===== src/rtl/motor_pkg.sv =====
// Shared definitions for the differential-drive ramp controller: mode and state
// encodings plus the mode-to-drive lookup table.
package motor_pkg;

  localparam int unsigned DutyW = 10;

  localparam logic [DutyW-1:0] DutyFull = 10'd300;
  localparam logic [DutyW-1:0] DutyHalf = 10'd150;

  typedef enum logic [2:0] {
    ModeStop      = 3'd0,
    ModeFwd       = 3'd1,
    ModeLeft      = 3'd2,
    ModeRight     = 3'd3,
    ModeSpinLeft  = 3'd4,
    ModeSpinRight = 3'd5,
    ModeReverse   = 3'd6,
    ModeHalt      = 3'd7
  } mode_e;

  typedef enum logic [2:0] {
    StIdle  = 3'd0,
    StRamp  = 3'd1,
    StBrake = 3'd2,
    StDead  = 3'd3,
    StRun   = 3'd4
  } state_e;

  // dir is {left, right}; 1 means the wheel runs in reverse.
  typedef struct packed {
    logic [DutyW-1:0] left_duty;
    logic [DutyW-1:0] right_duty;
    logic [1:0]       dir;
  } drive_t;

  // Stop modes keep the current direction so that stopping never forces a brake.
  function automatic drive_t mode_lookup(input logic [2:0] mode, input logic [1:0] dir_cur);
    drive_t d;
    d.left_duty  = DutyFull;
    d.right_duty = DutyFull;
    d.dir        = 2'b00;
    case (mode_e'(mode))
      ModeFwd:       d.dir = 2'b00;
      ModeLeft:      d.left_duty = DutyHalf;
      ModeRight:     d.right_duty = DutyHalf;
      ModeSpinLeft:  d.dir = 2'b10;
      ModeSpinRight: d.dir = 2'b01;
      ModeReverse:   d.dir = 2'b11;
      default: begin
        d.left_duty  = '0;
        d.right_duty = '0;
        d.dir        = dir_cur;
      end
    endcase
    return d;
  endfunction

endpackage


===== src/rtl/duty_ramp.sv =====
// One wheel's duty register: on each enabled cycle it moves toward the target by
// at most STEP, landing exactly on the target without overshoot or wrap.
module duty_ramp
  import motor_pkg::*;
#(
  parameter int unsigned STEP = 8
) (
  input  logic             clk,
  input  logic             rst,
  input  logic             step_en,
  input  logic             clear,
  input  logic [DutyW-1:0] target,
  output logic [DutyW-1:0] duty,
  output logic [DutyW-1:0] duty_next
);

  logic [DutyW-1:0] duty_q;
  logic [DutyW-1:0] diff;
  logic [DutyW-1:0] step_amt;

  always_comb begin
    diff = (target >= duty_q) ? (target - duty_q) : (duty_q - target);
    step_amt = (32'(diff) < STEP) ? diff : DutyW'(STEP);
    duty_next = duty_q;
    if (clear) begin
      duty_next = '0;
    end else if (step_en) begin
      duty_next = (target > duty_q) ? (duty_q + step_amt) : (duty_q - step_amt);
    end
  end

  always_ff @(posedge clk or negedge rst) begin
    if (!rst) begin
      duty_q <= '0;
    end else begin
      duty_q <= duty_next;
    end
  end

  assign duty = duty_q;

endmodule


===== src/rtl/motor_ramp_ctrl.sv =====
// Two-wheel duty ramp controller: accepts motion modes, ramps both PWM duties on a
// slow tick, and brakes to zero with a dead time before any direction reversal.
module motor_ramp_ctrl
  import motor_pkg::*;
#(
  parameter int unsigned TICK_DIV   = 100000,
  parameter int unsigned STEP       = 8,
  parameter int unsigned DEAD_TICKS = 4,
  parameter int unsigned DUTY_MAX   = 512
) (
  input  logic             clk,
  input  logic             rst,
  input  logic [2:0]       mode,
  input  logic             mode_valid,
  output logic             mode_ready,
  input  logic             estop,
  output logic [DutyW-1:0] left_duty,
  output logic [DutyW-1:0] right_duty,
  output logic [1:0]       dir,
  output logic             settled
);

  localparam int unsigned TickW = (TICK_DIV > 1) ? $clog2(TICK_DIV) : 1;
  localparam logic [TickW-1:0] TickLast = TickW'(TICK_DIV - 1);
  localparam int unsigned DeadW = (DEAD_TICKS > 0) ? $clog2(DEAD_TICKS + 1) : 1;
  localparam logic [DeadW-1:0] DeadLast = DeadW'(DEAD_TICKS);
  localparam logic [DutyW-1:0] DutyCap = (DUTY_MAX > 1023) ? 10'd1023 : DutyW'(DUTY_MAX);

  state_e           state_q, state_d;
  logic [TickW-1:0] tick_cnt_q;
  logic             tick;
  logic [DeadW-1:0] dead_cnt_q, dead_cnt_d;
  logic             dead_done;
  logic [DutyW-1:0] tgt_l_q, tgt_l_d, tgt_r_q, tgt_r_d;
  logic [DutyW-1:0] pend_l_q, pend_l_d, pend_r_q, pend_r_d;
  logic [1:0]       pend_dir_q, pend_dir_d;
  logic [1:0]       dir_q, dir_d;
  logic             settled_q, settled_d;
  logic             live_q;
  logic             accept;
  logic             brake_req;
  logic             at_target;
  logic             step_en;
  logic [DutyW-1:0] l_next, r_next;
  drive_t           cmd_raw, cmd;

  // Free-running tick; it never restarts on commands so the ramp cadence stays fixed.
  assign tick = (tick_cnt_q == TickLast);

  always_ff @(posedge clk or negedge rst) begin
    if (!rst) begin
      tick_cnt_q <= '0;
    end else begin
      tick_cnt_q <= tick ? '0 : tick_cnt_q + 1'b1;
    end
  end

  always_comb begin
    cmd_raw = mode_lookup(mode, dir_q);
    cmd = cmd_raw;
    cmd.left_duty  = (cmd_raw.left_duty > DutyCap) ? DutyCap : cmd_raw.left_duty;
    cmd.right_duty = (cmd_raw.right_duty > DutyCap) ? DutyCap : cmd_raw.right_duty;
  end

  assign accept    = mode_valid && mode_ready;
  assign brake_req = ((cmd.dir[1] != dir_q[1]) && (left_duty != '0)) ||
                     ((cmd.dir[0] != dir_q[0]) && (right_duty != '0));
  assign at_target = (left_duty == tgt_l_q) && (right_duty == tgt_r_q);
  assign dead_done = (dead_cnt_q == DeadLast);
  assign step_en   = tick && ((state_q == StRamp) || (state_q == StBrake));

  // State register
  always_ff @(posedge clk or negedge rst) begin
    if (!rst) begin
      state_q <= StIdle;
    end else begin
      state_q <= state_d;
    end
  end

  // Next-state logic
  always_comb begin
    state_d = state_q;
    if (estop) begin
      state_d = StIdle;
    end else if (accept) begin
      state_d = brake_req ? StBrake : StRamp;
    end else begin
      case (state_q)
        StRamp: begin
          if (at_target) begin
            state_d = ((tgt_l_q | tgt_r_q) == '0) ? StIdle : StRun;
          end
        end
        StBrake: begin
          if ((left_duty == '0) && (right_duty == '0)) begin
            state_d = StDead;
          end
        end
        StDead: begin
          if (dead_done) begin
            state_d = StRamp;
          end
        end
        default: ;
      endcase
    end
  end

  // Targets, pending command and direction
  always_comb begin
    tgt_l_d    = tgt_l_q;
    tgt_r_d    = tgt_r_q;
    pend_l_d   = pend_l_q;
    pend_r_d   = pend_r_q;
    pend_dir_d = pend_dir_q;
    dir_d      = dir_q;
    dead_cnt_d = '0;
    if (state_q == StDead && !estop) begin
      dead_cnt_d = (tick && !dead_done) ? dead_cnt_q + 1'b1 : dead_cnt_q;
    end
    if (estop) begin
      tgt_l_d  = '0;
      tgt_r_d  = '0;
      pend_l_d = '0;
      pend_r_d = '0;
    end else if (accept) begin
      if (brake_req) begin
        tgt_l_d    = '0;
        tgt_r_d    = '0;
        pend_l_d   = cmd.left_duty;
        pend_r_d   = cmd.right_duty;
        pend_dir_d = cmd.dir;
      end else begin
        tgt_l_d = cmd.left_duty;
        tgt_r_d = cmd.right_duty;
        dir_d   = cmd.dir;
      end
    end else if (state_q == StDead && dead_done) begin
      tgt_l_d = pend_l_q;
      tgt_r_d = pend_r_q;
      dir_d   = pend_dir_q;
    end
  end

  // Outputs; mode_ready stays low until the first edge after reset release.
  always_comb begin
    mode_ready = live_q && !estop &&
                 ((state_q == StIdle) || (state_q == StRamp) || (state_q == StRun));
    settled_d  = !accept && ((state_d == StIdle) || (state_d == StRun)) &&
                 (l_next == tgt_l_d) && (r_next == tgt_r_d);
  end

  always_ff @(posedge clk or negedge rst) begin
    if (!rst) begin
      dead_cnt_q <= '0;
      tgt_l_q    <= '0;
      tgt_r_q    <= '0;
      pend_l_q   <= '0;
      pend_r_q   <= '0;
      pend_dir_q <= 2'b00;
      dir_q      <= 2'b00;
      settled_q  <= 1'b1;
      live_q     <= 1'b0;
    end else begin
      dead_cnt_q <= dead_cnt_d;
      tgt_l_q    <= tgt_l_d;
      tgt_r_q    <= tgt_r_d;
      pend_l_q   <= pend_l_d;
      pend_r_q   <= pend_r_d;
      pend_dir_q <= pend_dir_d;
      dir_q      <= dir_d;
      settled_q  <= settled_d;
      live_q     <= 1'b1;
    end
  end

  duty_ramp #(
    .STEP(STEP)
  ) u_left (
    .clk      (clk),
    .rst      (rst),
    .step_en  (step_en),
    .clear    (estop),
    .target   (tgt_l_q),
    .duty     (left_duty),
    .duty_next(l_next)
  );

  duty_ramp #(
    .STEP(STEP)
  ) u_right (
    .clk      (clk),
    .rst      (rst),
    .step_en  (step_en),
    .clear    (estop),
    .target   (tgt_r_q),
    .duty     (right_duty),
    .duty_next(r_next)
  );

  assign dir     = dir_q;
  assign settled = settled_q;

endmodule


===== config.mk =====
export PLATFORM = sky130hd
export DESIGN_NAME = motor_ramp_ctrl
export DESIGN_NICKNAME = d
export VERILOG_FILES = /design/src/rtl/motor_pkg.sv /design/src/rtl/duty_ramp.sv /design/src/rtl/motor_ramp_ctrl.sv
export SDC_FILE = /design/constraint.sdc
export NUM_CORES = 1
export LEC_CHECK = 0
export CORE_MARGIN = 4
export CORE_UTILIZATION = 53
export CTS_CLUSTER_DIAMETER = 60
export DETAILED_ROUTE_END_ITERATION = 16
export PLACE_DENSITY = 0.78
export SYNTH_ARGS = -nofsm -noshare
export SYNTH_HDL_FRONTEND = slang
export SYNTH_SLANG_ARGS = --single-unit
export TNS_END_PERCENT = 1

===== constraint.sdc =====
create_clock -name clk -period 7.7 [get_ports clk]
set_input_delay 0.77 -clock clk [delete_from_list [all_inputs] [get_ports clk]]
set_output_delay 0.77 -clock clk [all_outputs]
set_load 0.05 [all_outputs]

==> results of run 1 <==
[cell type report]
type,count,area share
inverter,64,0.03037
tap,176,0.02784
multi-input combinational,711,0.6186
clock buffer,10,0.02895
timing repair buffer,35,0.04239
clock inverter,6,0.01439
sequential,75,0.2374
[kinds of logic after synthesis]
kind of cell,after synthesis,synth area share
flops,75,0.2620
simple gates,329,0.2460
buf+inv,99,0.05517
other cells,1,0.0005232
compound gates,258,0.2395
mux,19,0.02828
fa+ha+maj,67,0.1233
xor+xnor,37,0.04522
[state kept, by name, indices dropped and copies added (netlist names)]
| name | count |
|---|---|
| tick_cnt_q | 17 |
| tgt_l_q | 10 |
| tgt_r_q | 10 |
| u_left.duty | 10 |
| u_right.duty | 10 |
| dead_cnt_q | 3 |
| pend_l_q | 3 |
| pend_r_q | 3 |
| state_q | 3 |
| dir | 2 |
| pend_dir_q | 2 |
| live_q | 1 |
| settled | 1 |
[worst reg2reg max path, stage by stage (launching register included)]
cell,delay [ps]
dfrtp_1,440
inv_1,130
ha_1,250
fa_1,420
nor2b_1,180
o21bai_1,120
a21o_1,290
nand2_2,150
mux2_2,340
a211o_1,230
xor2_1,170
or2_1,360
or3_1,450
ha_1,230
nor2b_1,140
xnor2_1,140
ha_1,280
nor2b_1,140
o21a_1,180
o21a_1,180
o21a_1,190
o41ai_1,390
mux2i_1,240
a21oi_1,120
xor2_1,190
nor4_1,430
nand3_1,150
nor4b_2,300
[layer usage]
layer,global-route usage,up-vias
li1,-,3268
met1,0.3517,3233
met2,0.3915,300
met3,0.04374,62
met4,0.09155,0
met5,0,-
[how the worst max path moves through the flow]
stage | from | end | slack, ps
2_1_floorplan | u_left.duty[7] | settled | 1230
3_3_place_gp | u_left.duty[0] | settled | 1200
3_5_place_dp | u_left.duty[0] | settled | 1050
4_1_cts | tgt_l_q[0] | settled | 900
5_1_grt | u_right.duty[3] | settled | 440
6_report | tgt_l_q[0] | settled | 780
[layout by cell type (no fill, tap or decap), types with 29 or more instances in the layout]
cell / n
o21ai_0: 56
ha_1: 61
a21oi_1: 65
nor2_1: 65
dfrtp_1: 74
nand3_1: 31
inv_1: 63
nand2_1: 60
clkdlybuf4s50_1: 29
nor3_1: 33
[metrics by stage]
stage                     area [µm²]  power, mW  std cells  utilization  worst slack [ps]
after global routing            7910      1.342       1077       0.5973             444.6
final                           7910      1.277       1077       0.5973             775.5
after global placement          7567     0.7865       1061       0.5714              1195
after detailed placement        7567     0.7914       1061       0.5714              1046
after floorplan                 7167     0.7041        885            -              1227
after CTS                       7910      1.277       1077       0.5973             902.8
[report_power, final]
part	internal (mW)	switching [mW]	leakage, nW
Sequential	0.403	0.0128	1.02
Clock	0.317	0.166	0.159
Combinational	0.149	0.229	2.26
Total	0.870	0.408	3.44
==> results.tsv, run 1 <==
metric	value	unit
met2 WL post-DR	8.909	mm
post-cts sizing count	0	
Finish-stage setup viols	0	
fillers	1192	
hold_ws	487.2	ps
post-route minimum period	6924	ps
drt wl/cell	18.28	µm
Fmax	144.4	MHz
Worst path depth	27	
first-pass GRT wire length	32.57	mm
Layout Nets	970	
maxcap violations	0	
largest net degree at the start of global routing	76	
GRT Total Usage	0.2513	
worst path required time	7940	ps
Synth area leader	dfrtp_1	
share of cells above drive strength 1	0.05882	
Worst Reg-to-Reg Cells	27	
post-route antenna net violation count	0	
Crit. End Element	flip-flop	
n_diodes	0	
Post-Syn Area	0.007167	mm²
Metal-1 WL	8.525	mm
fin. max-slew vios	0	
hold path cells	1	
total iterations of the first detailed-routing run	9	
post-synthesis sequential area ratio	0.2620	
RSZ-0062 raised after global routing	false	
chip width	124.3	µm
Clock H-tree levels	3	
Syn-to-layout area delta	10.37	%
vias in the first global route	6512	
Crit path buffers/inverters	1	
drt via density	6.372	
Setup Fix Bufs, Post-CTS	0	
Slew headroom	0.3599	
flop-to-flop setup slack	780	ps
Multi-input gate area	0.004893	mm²
CTS Buf Count	9	
top-area cell type share of the netlist area	0.2584	
synthesized netlist cell count	885	
top cells by count, synth	dfrtp_1 (74), a21oi_1 (65), nor2_1 (65)	
top cells by area, synth	dfrtp_1 (26%), ha_1 (11%), a21oi_1 (4.5%)	
worst vdd ir	0.1175	mV
GP Congestion	0.9860	
syn_nets	959	
Main synth FF type	dfrtp_1	
Tcrit/Tclk final	0.8993	
P_leak	3.437	nW
total congestion overflow	0	
initial antenna violation count	0	
number of flops mapped to enable cells by yosys	0	
Initial Util	0.5412	
DRT iter0 DRCs	537	
Critical Path Source Type	flip-flop	
worst-margin pin slew	953.7	ps
wire length on met3	1.605	mm
Worst-Skew Late Latency	330	ps
IO Count	31	
core area	0.01324	mm²
CTS Hold Bufs	0	
PwrDens	161.5	mW/mm²
count leader, synth	dfrtp_1	
Top Metal Used	met4	
CP top delay family	simple AND/OR/NAND/NOR gates	
CTS tree	done	
clock sinks	75	
Setup CP Type	reg2reg	
synthesized flop and latch total	75	
Avg Inst Size Synth	8.098	µm²
root buf cell	clkbuf_16	
ys async rst share	1.000	
Reg-to-Reg Start	tgt_l_q[0]	
final setup TNS	0	ps
total wire length	19.69	mm
number of port buffers	30	
worst hold start	tick_cnt_q[0]	
outcome	finished, final reports clean	
hold-critical path endpoint	tick_cnt_q[0]	
CP max FO	10	
synth warn	0	
detailed-route DRC error count	0	
die area	0.01545	mm²
worst reg2reg path endpoint	settled	
clock skew	6.142	ps
vias	6863	
CTS max path bufs	2	
largest stage delay on the critical path	450	ps
Crit-path slowest cell	or3_1	
Critical Path AT	7160	ps
final hold violations	0	
Sequential Area	0.001878	mm²
HPWL Detailed	14.87	mm
# rows	42	
Cell variety after synth	78	
Clock transition at path regs	60	ps
die span in y	124.3	µm
Worst Hold Class	reg2reg	
(Power assumes the default switching activity.)
==> run 2: changes to the inputs <==
--- a/config.mk
+++ b/config.mk
@@ -9,7 +9,8 @@
 export CORE_UTILIZATION = 53
 export CTS_CLUSTER_DIAMETER = 60
 export DETAILED_ROUTE_END_ITERATION = 16
-export PLACE_DENSITY = 0.78
+export DONT_BUFFER_PORTS = 1
+export PLACE_DENSITY = 0.75
 export SYNTH_ARGS = -nofsm -noshare
 export SYNTH_HDL_FRONTEND = slang
 export SYNTH_SLANG_ARGS = --single-unit
==> run 2 against run 1 <==
Compared with the run above:
- largest cell class unchanged
- fmax down 2.3%
- critical path type unchanged
- highest routed layer unchanged
- non-clock buffer count decreased by 20
- count of clock-buffer cells in the layout fell by 1
==> results.tsv, run 2 (synthesized netlist as in run 1, its figures left out) <==
metric	value	unit
outcome	finished, final reports clean	
GRT Total Usage	0.2458	
Tcrit/Tclk final	0.9203	
final setup TNS	0	ps
Crit path buffers/inverters	2	
drt via density	6.405	
CTS Buf Count	9	
IO Count	31	
total wire length	19.12	mm
flip-flop count of the largest register after layout	17	
Reg with most FFs	tick_cnt_q	
Clock transition at path regs	60	ps
post-cts sizing count	0	
PwrDens	154.6	mW/mm²
fin. max-slew vios	0	
n_diodes	0	
Setup CP Type	reg2reg	
Sequential Area	0.001878	mm²
P_leak	3.368	nW
flop-to-flop setup slack	610	ps
chip width	124.3	µm
CTS max path bufs	2	
share of cells above drive strength 1	0.07151	
worst vdd ir	0.1307	mV
CP max FO	11	
clock skew	7.103	ps
Multi-input gate area	0.004893	mm²
Crit-path slowest cell	dfrtp_1	
fillers	1212	
Reg-to-Reg Start	u_left.duty[5]	
HPWL Detailed	14.73	mm
maxcap violations	0	
worst path required time	7940	ps
Worst path depth	26	
met1 Use GR	0.3357	
largest net degree at the start of global routing	76	
commonest non-fill, non-tap cells in the layout	dfrtp_1 (74), a21oi_1 (65), nor2_1 (65)	
most common cell after layout, fill and taps aside	dfrtp_1	
Critical Path Source Type	flip-flop	
number of port buffers	0	
Syn-to-layout area delta	6.582	%
Layout Nets	950	
DRT iter0 DRCs	617	
GP Congestion	0.9561	
total congestion overflow	0	
CTS tree	done	
Critical Path AT	7330	ps
met2 usage	0.3782	
CP top delay family	simple AND/OR/NAND/NOR gates	
Slew headroom	0.3647	
global routing usage on met3	0.06132	
CTS Hold Bufs	0	
Fmax	141.1	MHz
post-route antenna net violation count	0	
die span in y	124.3	µm
# rows	42	
Critical Path Start	u_left.duty[5]	
Clock H-tree levels	3	
clock sinks	75	
vias in the first global route	6295	
RSZ-0062 raised after global routing	false	
die area	0.01545	mm²
Setup Fix Bufs, Post-CTS	0	
core area	0.01324	mm²
initial antenna violation count	0	
detailed-route DRC error count	0	
post-route minimum period	7086	ps
worst reg2reg path endpoint	settled	
Placed Area	0.007345	mm²
worst-margin pin slew	944.3	ps
first-pass GRT wire length	31.88	mm
Crit. End Element	flip-flop	
root buf cell	clkbuf_16	
drt wl/cell	18.09	µm
largest stage delay on the critical path	720	ps
Finish-stage setup viols	0	
GRT busiest layer	met2	
Initial Util	0.5412	
Worst Reg-to-Reg Cells	26	
total iterations of the first detailed-routing run	8	
Worst Setup EP	settled	
final design area excluding fillers	0.007639	mm²
Worst-Skew Late Latency	330	ps
vias	6770	
Worst Hold Class	in2async	
final hold violations	0	
## run 2: cell types whose count changed in the layout (fill, tap and decap cells not counted)
cell             delta
clkbuf_1            -1
bufinv_16           -2
clkinv_2            +3
clkdlybuf4s50_1    -29
buf_4               +9
## run 2: report_power, final
| part | switching [mW] | total (mW) | internal, mW |
|---|---|---|---|
| registers | 0.0212 | 0.424 | 0.403 |
| clock network | 0.160 | 0.410 | 0.249 |
| logic | 0.205 | 0.347 | 0.142 |
## run 2: layout make-up
type	count	area share
clock buffer	9	0.02948
clock inverter	7	0.009009
inverter	64	0.03145
multi-input combinational	711	0.6406
sequential	75	0.2459
tap	176	0.02883
timing repair buffer	15	0.01474
## run 2: worst min-delay path by stage
stage                                 to          start  depth (start not counted)
final                     u_left.duty[4]            rst                          0
after global routing      u_left.duty[4]            rst                          0
after CTS                 tick_cnt_q[11]            rst                          0
after detailed placement  u_left.duty[4]            rst                          0
after global placement    u_left.duty[4]            rst                          0
after floorplan            tick_cnt_q[0]  tick_cnt_q[0]                          1
## run 2: layer usage
| layer | part of all wire | routed length [µm] |
|---|---|---|
| met2 | 0.44 | 8432 |
| met5 | 0 | 0 |
| met1 | 0.44 | 8365 |
| met3 | 0.091 | 1734 |
| met4 | 0.031 | 586 |
## run 2: worst register-to-register path: cells and delay by family (launching register included)
family | cells | cell delay, ps
flops | 1 | 720
buf+inv | 2 | 270
fa+ha+maj | 3 | 1010
simple gates | 9 | 2500
xor+xnor | 3 | 500
compound gates | 7 | 1400
mux | 2 | 590
## run 2: stage by stage
stage / util / instances / power [mW] / worst slack, ps / hold slack, ps
final: 0.5768 / 1057 / 1.181 / 614.0 / 137.8
after global routing: 0.5768 / 1057 / 1.249 / 165.2 / 122.0
after CTS: 0.5768 / 1057 / 1.181 / 648.6 / 124.2
after detailed placement: 0.5546 / 1041 / 0.7690 / 729.8 / 478.4
after global placement: 0.5546 / 1041 / 0.7676 / 892.5 / 478.2
after floorplan: - / 885 / 0.7041 / 1227 / 455.2
==> run 3: changes to the inputs <==
--- a/config.mk
+++ b/config.mk
@@ -5,12 +5,13 @@
 export SDC_FILE = /design/constraint.sdc
 export NUM_CORES = 1
 export LEC_CHECK = 0
-export CORE_MARGIN = 4
+export CORE_MARGIN = 10
 export CORE_UTILIZATION = 53
 export CTS_CLUSTER_DIAMETER = 60
 export DETAILED_ROUTE_END_ITERATION = 16
 export DONT_BUFFER_PORTS = 1
 export PLACE_DENSITY = 0.75
+export SKIP_LAST_GASP = 1
 export SYNTH_ARGS = -nofsm -noshare
 export SYNTH_HDL_FRONTEND = slang
 export SYNTH_SLANG_ARGS = --single-unit
==> run 3 against run 2 <==
Compared with the run above:
- global-route usage down 3.4 points
- critical path depth unchanged
- largest power group is now the clock network
- clock skew up 1.9 ps
- core utilization up 0.32 points
- clock power up 14%
- total power up 5.1%
- critical path type unchanged
- hold slack worse by 7.0 ps
==> results.tsv, run 3 (synthesized netlist as in run 1, its figures left out) <==
metric	value	unit
outcome	finished, final reports clean	
clock skew	8.960	ps
flop-to-flop setup slack	620	ps
vias in the first global route	6319	
Worst Hold Class	in2async	
CP max FO	10	
Crit-path slowest cell	dfrtp_1	
DRT iter0 DRCs	781	
drt wl/cell	18.71	µm
Layout Nets	951	
Reg with most FFs	tick_cnt_q	
Initial Util	0.5412	
total congestion overflow	0	
Critical Path AT	7330	ps
Crit path buffers/inverters	1	
number of port buffers	0	
CTS tree	done	
vias	6836	
HPWL Detailed	15.13	mm
GRT Total Usage	0.2118	
most common cell after layout, fill and taps aside	dfrtp_1	
flip-flop count of the largest register after layout	17	
RSZ-0062 raised after global routing	false	
post-route minimum period	7076	ps
commonest non-fill, non-tap cells in the layout	dfrtp_1 (74), a21oi_1 (65), nor2_1 (65)	
n_diodes	0	
P_leak	3.393	nW
fillers	1218	
die span in y	136.3	µm
CTS Buf Count	9	
cell count after placement	1042	
core area	0.01324	mm²
share of cells above drive strength 1	0.07143	
Setup Fix Bufs, Post-CTS	0	
total iterations of the first detailed-routing run	5	
CTS Hold Bufs	0	
largest net degree at the start of global routing	76	
Worst-Skew Late Latency	340	ps
detailed-route DRC error count	0	
chip width	136.3	µm
Syn-to-layout area delta	7.175	%
worst vdd ir	0.1254	mV
Crit. End Element	flip-flop	
first-pass GRT wire length	32.04	mm
total wire length	19.80	mm
largest stage delay on the critical path	750	ps
CP top delay family	simple AND/OR/NAND/NOR gates	
post-cts sizing count	0	
final setup TNS	0	ps
root buf cell	clkbuf_16	
Clock H-tree levels	3	
drt via density	6.461	
Finish-stage setup viols	0	
Slew headroom	0.3865	
Clock transition at path regs	60	ps
GP Congestion	0.9676	
post-route antenna net violation count	0	
Setup CP Type	reg2reg	
worst path required time	7950	ps
Final Util	0.5800	
fin. max-slew vios	0	
maxcap violations	0	
hold_ws	130.8	ps
Critical Path Source Type	flip-flop	
Fmax	141.3	MHz
Finished Layout Cells	1058	
Tcrit/Tclk final	0.9190	
# rows	42	
PwrDens	161.6	mW/mm²
CTS max path bufs	2	
die area	0.01857	mm²
final hold violations	0	
initial antenna violation count	0	
IO Count	31	
worst-margin pin slew	914.2	ps
clock sinks	75	
run 3: layer usage:
metal | track usage | share of wire
met1 | 0.2867 | 0.45
met2 | 0.3286 | 0.44
met5 | 0 | 0
met3 | 0.03838 | 0.080
met4 | 0.07929 | 0.031
run 3: final timing paths:
check,startpoint,to,cells past startpoint
worst max-delay path,u_left.duty[3],settled,26
worst min-delay path,rst,u_left.duty[3],0
worst max register to register,u_left.duty[3],settled,26
worst min register to register,tick_cnt_q[0],tick_cnt_q[0],1
max in group asynchronous,rst,settled,0
min in group clk,tick_cnt_q[0],tick_cnt_q[0],1
run 3: power by group:
part | internal [mW] | total (mW) | switching (mW)
registers | 0.403 | 0.424 | 0.0212
logic | 0.141 | 0.350 | 0.209
clock network | 0.301 | 0.467 | 0.166
run 3: area by class of cell:
type | count | area [µm²] | area share
multi-input cells | 711 | 4893 | 0.6371
repair buffers | 16 | 120.1 | 0.01564
well taps | 176 | 220.2 | 0.02867
inverters | 64 | 240.2 | 0.03128
clock buffers | 12 | 256.5 | 0.03339
flip-flops and latches | 75 | 1878 | 0.2445
clock inverters | 4 | 72.57 | 0.009448
run 3: metrics by stage:
step | total power, mW | area, µm² | setup slack (ps)
2_1_floorplan | 0.7041 | 7167 | 1227
3_3_place_gp | 0.7674 | 7352 | 751.3
3_5_place_dp | 0.7710 | 7352 | 682.6
4_1_cts | 1.236 | 7681 | 653.3
5_1_grt | 1.297 | 7681 | 127.0
6_report | 1.241 | 7681 | 623.7
